===== src/rtl/contador_timer_bcd.sv =====
`default_nettype none
// ============================================================================
// Module      : contador_timer_bcd
// Description : BCD countdown timer (HH:MM:SS). A programmed value is loaded,
//               decremented once per TICK_DIV clocks while running, and a
//               sticky expiry flag is raised when the count reaches 00:00:00.
//               The flag is cleared only by the deactivate button.
// Revision    : 1.0 - initial release
// ----------------------------------------------------------------------------
// Ports
//   clk             in   1  system clock
//   reset           in   1  asynchronous, active-low reset
//   load            in   1  1-cycle pulse: capture in_hora/in_min/in_seg
//   in_hora         in   8  BCD hours to load
//   in_min          in   8  BCD minutes to load
//   in_seg          in   8  BCD seconds to load
//   start           in   1  1-cycle pulse: begin/resume countdown
//   pausa           in   1  1-cycle pulse: freeze countdown
//   btn_desactivar  in   1  level: acknowledge expiry
//   out_hora        out  8  current BCD hours
//   out_min         out  8  current BCD minutes
//   out_seg         out  8  current BCD seconds
//   estado          out  2  00 IDLE, 01 RUN, 10 PAUSA, 11 FIN
//   flag_fin        out  1  sticky expiry flag
// ============================================================================
module contador_timer_bcd #(
  parameter int         TICK_DIV = 100000000,
  parameter logic [7:0] HORA_MAX = 8'h23
) (
  input  logic       clk,
  input  logic       reset,
  input  logic       load,
  input  logic [7:0] in_hora,
  input  logic [7:0] in_min,
  input  logic [7:0] in_seg,
  input  logic       start,
  input  logic       pausa,
  input  logic       btn_desactivar,
  output logic [7:0] out_hora,
  output logic [7:0] out_min,
  output logic [7:0] out_seg,
  output logic [1:0] estado,
  output logic       flag_fin
);

  // Prescaler counts 0..TICK_DIV-1; width covers TICK_DIV-1.
  localparam int                   c_presc_w    = (TICK_DIV > 2) ? $clog2(TICK_DIV) : 1;
  localparam logic [c_presc_w-1:0] c_presc_last = c_presc_w'(TICK_DIV - 1);
  localparam logic [7:0]           c_bcd_59     = 8'h59;

  typedef enum logic [1:0] {
    ST_IDLE  = 2'b00,
    ST_RUN   = 2'b01,
    ST_PAUSA = 2'b10,
    ST_FIN   = 2'b11
  } estado_t;

  estado_t              r_estado;
  logic [7:0]           r_hora;
  logic [7:0]           r_min;
  logic [7:0]           r_seg;
  logic                 r_flag_fin;
  logic [c_presc_w-1:0] r_presc;

  logic [7:0] w_hora_nxt;
  logic [7:0] w_min_nxt;
  logic [7:0] w_seg_nxt;
  logic       w_cnt_zero;
  logic       w_dec_zero;
  logic       w_tick;

  // --------------------------------------------------------------------------
  // Load sanitising: an illegal field is replaced by 00, the other fields are
  // kept. Minutes/seconds need tens <= 5 and units <= 9.
  // --------------------------------------------------------------------------
  function automatic logic [7:0] f_sanear_ms(input logic [7:0] v);
    logic ok;
    ok = (v[7:4] <= 4'd5) && (v[3:0] <= 4'd9);
    return ok ? v : 8'h00;
  endfunction

  // Hours need two decimal digits and must not exceed HORA_MAX. For legal BCD
  // the binary ordering equals the decimal ordering, so a plain compare works.
  function automatic logic [7:0] f_sanear_hora(input logic [7:0] v);
    logic ok;
    ok = (v[7:4] <= 4'd9) && (v[3:0] <= 4'd9) && (v <= HORA_MAX);
    return ok ? v : 8'h00;
  endfunction

  // Digit-wise BCD decrement of a non-zero field: x0 -> (x-1)9.
  function automatic logic [7:0] f_bcd_dec(input logic [7:0] v);
    logic [7:0] r;
    if (v[3:0] == 4'd0) begin
      r = {v[7:4] - 4'd1, 4'd9};
    end else begin
      r = {v[7:4], v[3:0] - 4'd1};
    end
    return r;
  endfunction

  // --------------------------------------------------------------------------
  // Next count on a one-second decrement, with borrow chain seg -> min -> hora.
  // An all-zero count holds, so the value can never wrap below 00:00:00.
  // --------------------------------------------------------------------------
  always_comb begin
    w_hora_nxt = r_hora;
    w_min_nxt  = r_min;
    w_seg_nxt  = r_seg;
    if (r_seg != 8'h00) begin
      w_seg_nxt = f_bcd_dec(r_seg);
    end else if (r_min != 8'h00) begin
      w_seg_nxt = c_bcd_59;
      w_min_nxt = f_bcd_dec(r_min);
    end else if (r_hora != 8'h00) begin
      w_seg_nxt  = c_bcd_59;
      w_min_nxt  = c_bcd_59;
      w_hora_nxt = f_bcd_dec(r_hora);
    end
  end

  assign w_cnt_zero = (r_hora == 8'h00) && (r_min == 8'h00) && (r_seg == 8'h00);
  assign w_dec_zero = (w_hora_nxt == 8'h00) && (w_min_nxt == 8'h00) && (w_seg_nxt == 8'h00);
  assign w_tick     = (r_presc == c_presc_last);

  // --------------------------------------------------------------------------
  // Control FSM, count registers and prescaler.
  // --------------------------------------------------------------------------
  always_ff @(posedge clk or negedge reset) begin
    if (!reset) begin
      r_estado   <= ST_IDLE;
      r_hora     <= 8'h00;
      r_min      <= 8'h00;
      r_seg      <= 8'h00;
      r_flag_fin <= 1'b0;
      r_presc    <= '0;
    end else begin
      case (r_estado)
        ST_IDLE, ST_PAUSA: begin
          // Load has priority over a simultaneous start; state is unchanged.
          if (load) begin
            r_hora <= f_sanear_hora(in_hora);
            r_min  <= f_sanear_ms(in_min);
            r_seg  <= f_sanear_ms(in_seg);
          end else if (start && !w_cnt_zero) begin
            r_estado <= ST_RUN;
            r_presc  <= '0;
          end
        end

        ST_RUN: begin
          // Pause beats a coinciding decrement edge.
          if (pausa) begin
            r_estado <= ST_PAUSA;
            r_presc  <= '0;
          end else if (w_tick) begin
            r_presc <= '0;
            r_hora  <= w_hora_nxt;
            r_min   <= w_min_nxt;
            r_seg   <= w_seg_nxt;
            if (w_dec_zero) begin
              r_estado   <= ST_FIN;
              r_flag_fin <= 1'b1;
            end
          end else begin
            r_presc <= r_presc + 1'b1;
          end
        end

        ST_FIN: begin
          r_hora <= 8'h00;
          r_min  <= 8'h00;
          r_seg  <= 8'h00;
          if (btn_desactivar) begin
            r_estado   <= ST_IDLE;
            r_flag_fin <= 1'b0;
          end
        end
      endcase
    end
  end

  assign out_hora = r_hora;
  assign out_min  = r_min;
  assign out_seg  = r_seg;
  assign estado   = r_estado;
  assign flag_fin = r_flag_fin;

endmodule
`default_nettype wire


===== config.mk =====
export PLATFORM = sky130hd
export DESIGN_NAME = contador_timer_bcd
export DESIGN_NICKNAME = d
export VERILOG_FILES = /design/src/rtl/contador_timer_bcd.sv
export SDC_FILE = /design/constraint.sdc
export NUM_CORES = 1
export LEC_CHECK = 0
export CAP_MARGIN = 40
export CORE_MARGIN = 2
export CORE_UTILIZATION = 55
export DETAILED_ROUTE_END_ITERATION = 16
export GPL_TIMING_DRIVEN = 1
export PLACE_DENSITY_LB_ADDON = 0.25
export SLEW_MARGIN = 0
export SYNTH_ARGS = -nofsm -noshare
export SYNTH_HDL_FRONTEND = slang
export SYNTH_SLANG_ARGS = --single-unit
export TNS_END_PERCENT = 100

===== constraint.sdc =====
create_clock -name clk -period 6.75 [get_ports clk]
set_input_delay 1.0125 -clock clk [delete_from_list [all_inputs] [get_ports clk]]
set_output_delay 1.0125 -clock clk [all_outputs]
set_load 0.01 [all_outputs]

# --- Yosys cells after proc, flatten, opt, wreduce, memory -nomap -nowiden ---
# Cells that the tools add are included.
op_classes:
  n_addsub: 7
  n_lt_le_gt_ge: 7
  n_eq_ne: 13
  mux: 44
  reduce_logical: 30
ops:
  columns: ["cell", "count"]
  rows:
  - ["$mux 8", 24]
  - ["$mux 27", 4]
  - ["$pmux 8 s3", 3]
  - ["$pmux 27 s2", 1]
  - ["$logic_not 8->1", 6]
  - ["$add 27x1->27 const B", 1]
  - ["$eq 27x27->1 const B", 1]
  - ["$reduce_bool 8->1", 3]
  - ["$sub 4x1->4 const B", 6]
  - ["$le 4x4->1 const B", 4]
  - ["$ne 2x2->1 const B", 7]
  - ["$logic_not 4->1", 3]
  - ["$mux 2", 6]
  - ["$reduce_and 5->1", 2]
  - ["$logic_and 1x1->1", 9]
  - ["$le 4x3->1 const B", 2]
  - ["$le 8x6->1 const B", 1]
  - ["$ne 3x3->1 const B", 2]
  - ["$pmux 2 s3", 1]
  - ["$reduce_and 3->1", 2]
  - ["$eq 2x2->1 const B", 2]
  - ["$mux 1", 4]
  - ["$reduce_bool 2->1", 2]
  - ["$eq 2x1->1 const B", 1]
  - ["4 further kinds", 4]
word_totals:
  regBits: 54
  input_bits: 30
  output_inout_bits: 27
  wordCells: 107

# --- Longest topological paths before layout ---
logic_depth:
  word_depth: 12
  depth_mapped: 10
  ltp_nobuf: 8

# --- Least setup slack after synthesis ---
# No wires, ideal clock.
synth_timing:
  kind: "register to register"
  startpoint: "register r_seg[4] (netlist: out_seg[4])"
  endpoint: "register r_flag_fin (netlist: flag_fin)"
  setup_time_ns: 0.093
  t_arrival_ns: 2.616
  t_required_ns: 6.657
  path_slack_ns: 4.041
  stages_incl_launch_ff: 9
  n_path_buf: 0
  synth_period_minus_slack_ns: 2.709
  cell_sequence: "dfrtp_1 -> inv_1 -> ha_1 -> or3b_2 -> nor4_2 -> mux2_2 -> a2111oi_2 -> nand3_1 -> o31ai_2"
synth_via:
  elab_chain_cells: 7
  elab_cells_between_ends: 15
  cone_classes: "1 x add/sub; 1 x eq/ne; 6 x mux; 7 x reduce/logical"
synth_lines:
  columns: ["element", "line", "source"]
  rows:
  - ["start, declared", "61", "logic [7:0] r_seg;"]
  - ["start signal, assigned", "143", "r_seg <= f_sanear_ms(in_seg);"]
  - ["start signal, assigned", "159", "r_seg <= w_seg_nxt;"]
  - ["$sub 4x1->4, or another cell as far along", "94", "r = {v[7:4] - 4'd1, 4'd9};"]
  - ["$mux 8 (on tied branches)", "93, 109, 111", null]
  - ["$mux 8 or $logic_not 8->1 (tied branches)", "109, 122", null]
  - ["$logic_not 8->1 or $logic_and 1x1->1 (tied branches)", "122", "assign w_dec_zero = (w_hora_nxt == 8'h00) && (w_min_nxt == 8'h00) && (w_seg_nxt == 8'h00);"]
  - ["$logic_and 1x1->1 (*)", "122", null]
  - ["$ne 2x2->1 (no line) (*)", null, null]
  - ["$reduce_and 5->1 (no line) (*)", null, null]
  - ["end signal, assigned", "134", "r_flag_fin <= 1'b0;"]
  - ["end signal, assigned", "162", "r_flag_fin <= 1'b1;"]
  - ["end signal, assigned", "175", "r_flag_fin <= 1'b0;"]
  - ["end, declared", "62", "logic r_flag_fin;"]
# Mark *: on every way between the ends. The rest lies on a longest branch, timed or not.
# A chain may end at the register's enable or synchronous reset.

# --- Worst setup path in the final report ---
layout_timing:
  startpoint: "register r_hora[4] (netlist: out_hora[4])"
  endpoint: "register r_presc[19]"
layout_via:
  elab_chain_cells: 7
layout_lines:
  columns: ["element", "line", "source"]
  rows:
  - ["start, declared", "59", "logic [7:0] r_hora;"]
  - ["start signal, assigned", "141", "r_hora <= f_sanear_hora(in_hora);"]
  - ["start signal, assigned", "157", "r_hora <= w_hora_nxt;"]
  - ["$logic_not 8->1", "121", "assign w_cnt_zero = (r_hora == 8'h00) && (r_min == 8'h00) && (r_seg == 8'h00);"]
  - ["$logic_and 1x1->1 (2 in series)", "121", null]
  - ["$logic_not 1->1", "144", "end else if (start && !w_cnt_zero) begin"]
  - ["$logic_and 1x1->1", "144", null]
  - ["$ne 2x2->1 (no line)", null, null]
  - ["$reduce_and 3->1 (no line)", null, null]
  - ["end signal, assigned", "165", "r_presc <= r_presc + 1'b1;"]
  - ["end, declared", "63", "logic [c_presc_w-1:0] r_presc;"]
# Every way passes these cells.

==> flow_metrics.py <==
metrics = {
    "grt": {
        "use_met1_pct": 34.7,
        "track_usage_pct": 27.3,
        "grt_pass1_wl_mm": 16.4,
        "grtUsageMet3_pct": 4.81,
        "grt-ovfl-total": 0,
        "top_usage_layer": "met2",
        "met2_usage_pct": 46.4,
        "antenna_found_initial": 0,
        "grt_max_degree": 55,
        "grt_pass1_vias": 3465,
    },
    "detailed_routing": {
        "drt-pass1-iter-count": 5,
        "drt-initial-drc-count": 263,
        "wl_per_cell_um": 17.7,
        "wl_mm": 9.89,
        "drtAntennaViolNets": 0,
        "num_vias": 3695,
        "drc": 0,
        "vias_per_cell": 6.61,
    },
    "critical_path": {
        "reg2reg_from": "out_hora[4]",
        "endpoint_kind": "register",
        "r2r_end": "r_presc[19]",
        "cp.required_ns": 6.99,
        "start_kind": "register",
        "critPathArrivalTime_ns": 3.48,
        "rrSetupSlack_ns": 3.51,
        "path_class": "register to register",
        "r2r_cells": 8,
        "critPathLaunch": "out_hora[4]",
        "worstPathMaxFanout": 18,
    },
    "yosys": {
        "yosys-mux-area-fraction_pct": 1.11,
        "avgSynthCellArea_sq_um": 8.60,
        "synth_flop_cell": "dfrtp_1",
        "yosys.area_share.adder_pct": 2.36,
        "synth_top_family_by_area": "simple AND/OR/NAND/NOR gates",
        "synth_area_leader_cell": "dfrtp_1",
        "synthTopCellsByArea": "dfrtp_1, o21ai_0, nor2_1",
        "synthTopCellsByCount": "dfrtp_1, o21ai_0, nor2_1",
        "synth-edff-count": 0,
        "synthSimpleGateAreaFrac_pct": 28.1,
        "synth_top_area_share_pct": 36.4,
        "synth_compound_area_share_pct": 27.1,
        "synth.most_common_cell": "dfrtp_1",
        "ys_ff_latch": 54,
        "synth_cell_types": 74,
        "yosysWarnings": 0,
        "synth.net_count": 468,
        "syn_inst": 431,
        "yosysSeqAreaShare_pct": 36.4,
        "synth-xor-area-share_pct": 1.42,
        "netlist_area_sq_mm": 0.00371,
        "ys_async_sr_fraction_pct": 100,
    },
    "min_path": {
        "min_from": "r_presc[0]",
        "holdPathStages": 1,
        "min_to": "r_presc[0]",
        "hp-class": "register to register",
    },
    "placed_design": {
        "dp_slack_ns": 3.48,
        "numPortBuffers": 56,
        "gp_congestion": 0.945,
        "dp_hpwl_mm": 7.09,
    },
    "clock_tree": {
        "hold_buffers": 0,
        "post_cts_buffers": 0,
        "cts_num_sinks": 54,
        "htreeDepth": 2,
        "cts_tree": "yes",
        "cts_buffers": 5,
        "cts_resized": 0,
        "clock_path_buffers": 2,
        "clock_latency_ns": 0.32,
        "root_buffer": "clkbuf_8",
        "cts.reportedPaths.clkPinSlew_ns": 0.10,
    },
    "finish": {
        "fin_nets": 518,
        "areaGrowthSynthToFinish_pct": 20.4,
        "n_antenna_cell": 0,
        "fin_util_pct": 69.6,
        "final_layout_size_suffix_gt1_share_pct": 7.26,
    },
    "timing": {
        "hold_violations": 0,
        "tightest_slew_ns": 0.872,
        "clock.fmax_mhz": 308,
        "finalCriticalPeriod_ns": 3.24,
        "setup_viol": 0,
        "rsz0062_at_grt": "no",
        "timing.slew.headroom_pct": 41.3,
        "layout_setup_ws_ns": 3.51,
        "fin_crit_sh_pct": 48.1,
        "slew_violations": 0,
        "fin_skew_ns": 0.0143,
        "setup-tns-final_ns": 0,
    },
    "power": {
        "p_per_area_mw_per_mm2": 372,
        "vdd_drop_max_mv": 0.153,
        "power.leakage_nw": 1.75,
    },
    "run": {
        "cap_violations": 0,
    },
    "die": {
        "ios": 57,
        "start_util_pct": 57.7,
        "die-area_sq_mm": 0.00742,
        "core_sq_mm": 0.00642,
        "die_h_um": 86.1,
        "die_w_um": 86.1,
        "rows": 29,
    },
    "run_status": {
        "status": "completed",
    },
}
## sequential cells by signal, summed over array words and instances (netlist names)
signal    count
r_presc      27
out_hora      8
out_min       8
out_seg       8
estado        2
flag_fin      1
## logic make-up after synthesis
| kind of cell | count (synthesis) |
|---|---|
| fa+ha+maj | 7 |
| flops | 54 |
| compound gates | 151 |
| buf+inv | 28 |
| mux | 4 |
| simple gates | 181 |
| xor+xnor | 6 |
## stage by stage
| stage | cell area, sq um | cells | hold WS (ns) | power, mW |
|---|---|---|---|---|
| 2_1_floorplan | 3710 | 431 | 0.459 | 1.10 |
| 3_3_place_gp | 4300 | 549 | 0.484 | 1.35 |
| 3_5_place_dp | 4330 | 551 | 0.504 | 1.38 |
| 4_1_cts | 4470 | 559 | 0.522 | 1.65 |
| 5_1_grt | 4470 | 559 | 0.552 | 1.76 |
| 6_report | 4470 | 559 | 0.516 | 1.66 |
## critical path: stages (launching register included)
cell and delay [ns]:
dfrtp_1 0.46, inv_1 0.11, ha_1 0.19, or3b_2 0.47
nor3_1 0.52, a21boi_1 0.28, nor2_2 0.57, nor2_1 0.35
a21oi_1 0.21
## per-layer routing
layer  routed length [um]  up-vias  share of wire [%]
li1                     -     1756                  -
met1                 4110     1760                 42
met2                 4970      158                 50
met3                  616       21                6.2
met4                  194        0                2.0
met5                    0        -                  0
## how the worst max path moves through the flow
stage               cells after the start          end  slack [ns]
floorplan                               8     flag_fin        4.04
global placement                        6  r_presc[22]        3.55
detailed placement                      6  r_presc[26]        3.48
CTS                                     8  r_presc[19]        3.55
global route                            8  r_presc[19]        3.25
finish                                  8  r_presc[19]        3.51
## power breakdown
group          internal (mW)  total, mW  switching (mW)
Combinational          0.385      0.905           0.520
Sequential             0.375      0.489           0.114
Clock                  0.149      0.266           0.117
## layout make-up
type,count,area [sq um]
multi-input cells,349,2230
repair buffers,64,627
well taps,77,96.3
flip-flops and latches,54,1350
inverters,7,26.3
clock buffers,5,68.8
clock inverters,3,68.8
fillers,492,1960
## layout by cell type, fill, tap and decap left out, types with 9 or more instances in the layout
cell type,instances
clkdlybuf4s50_1,55
dfrtp_1,54
o21ai_0,50
nor2_1,38
nand2_1,36
a21oi_1,23
nand3_1,17
o31ai_1,14
and3_1,11
nand4_1,10
nor4_1,9
Power figures use the tool's default switching activity.
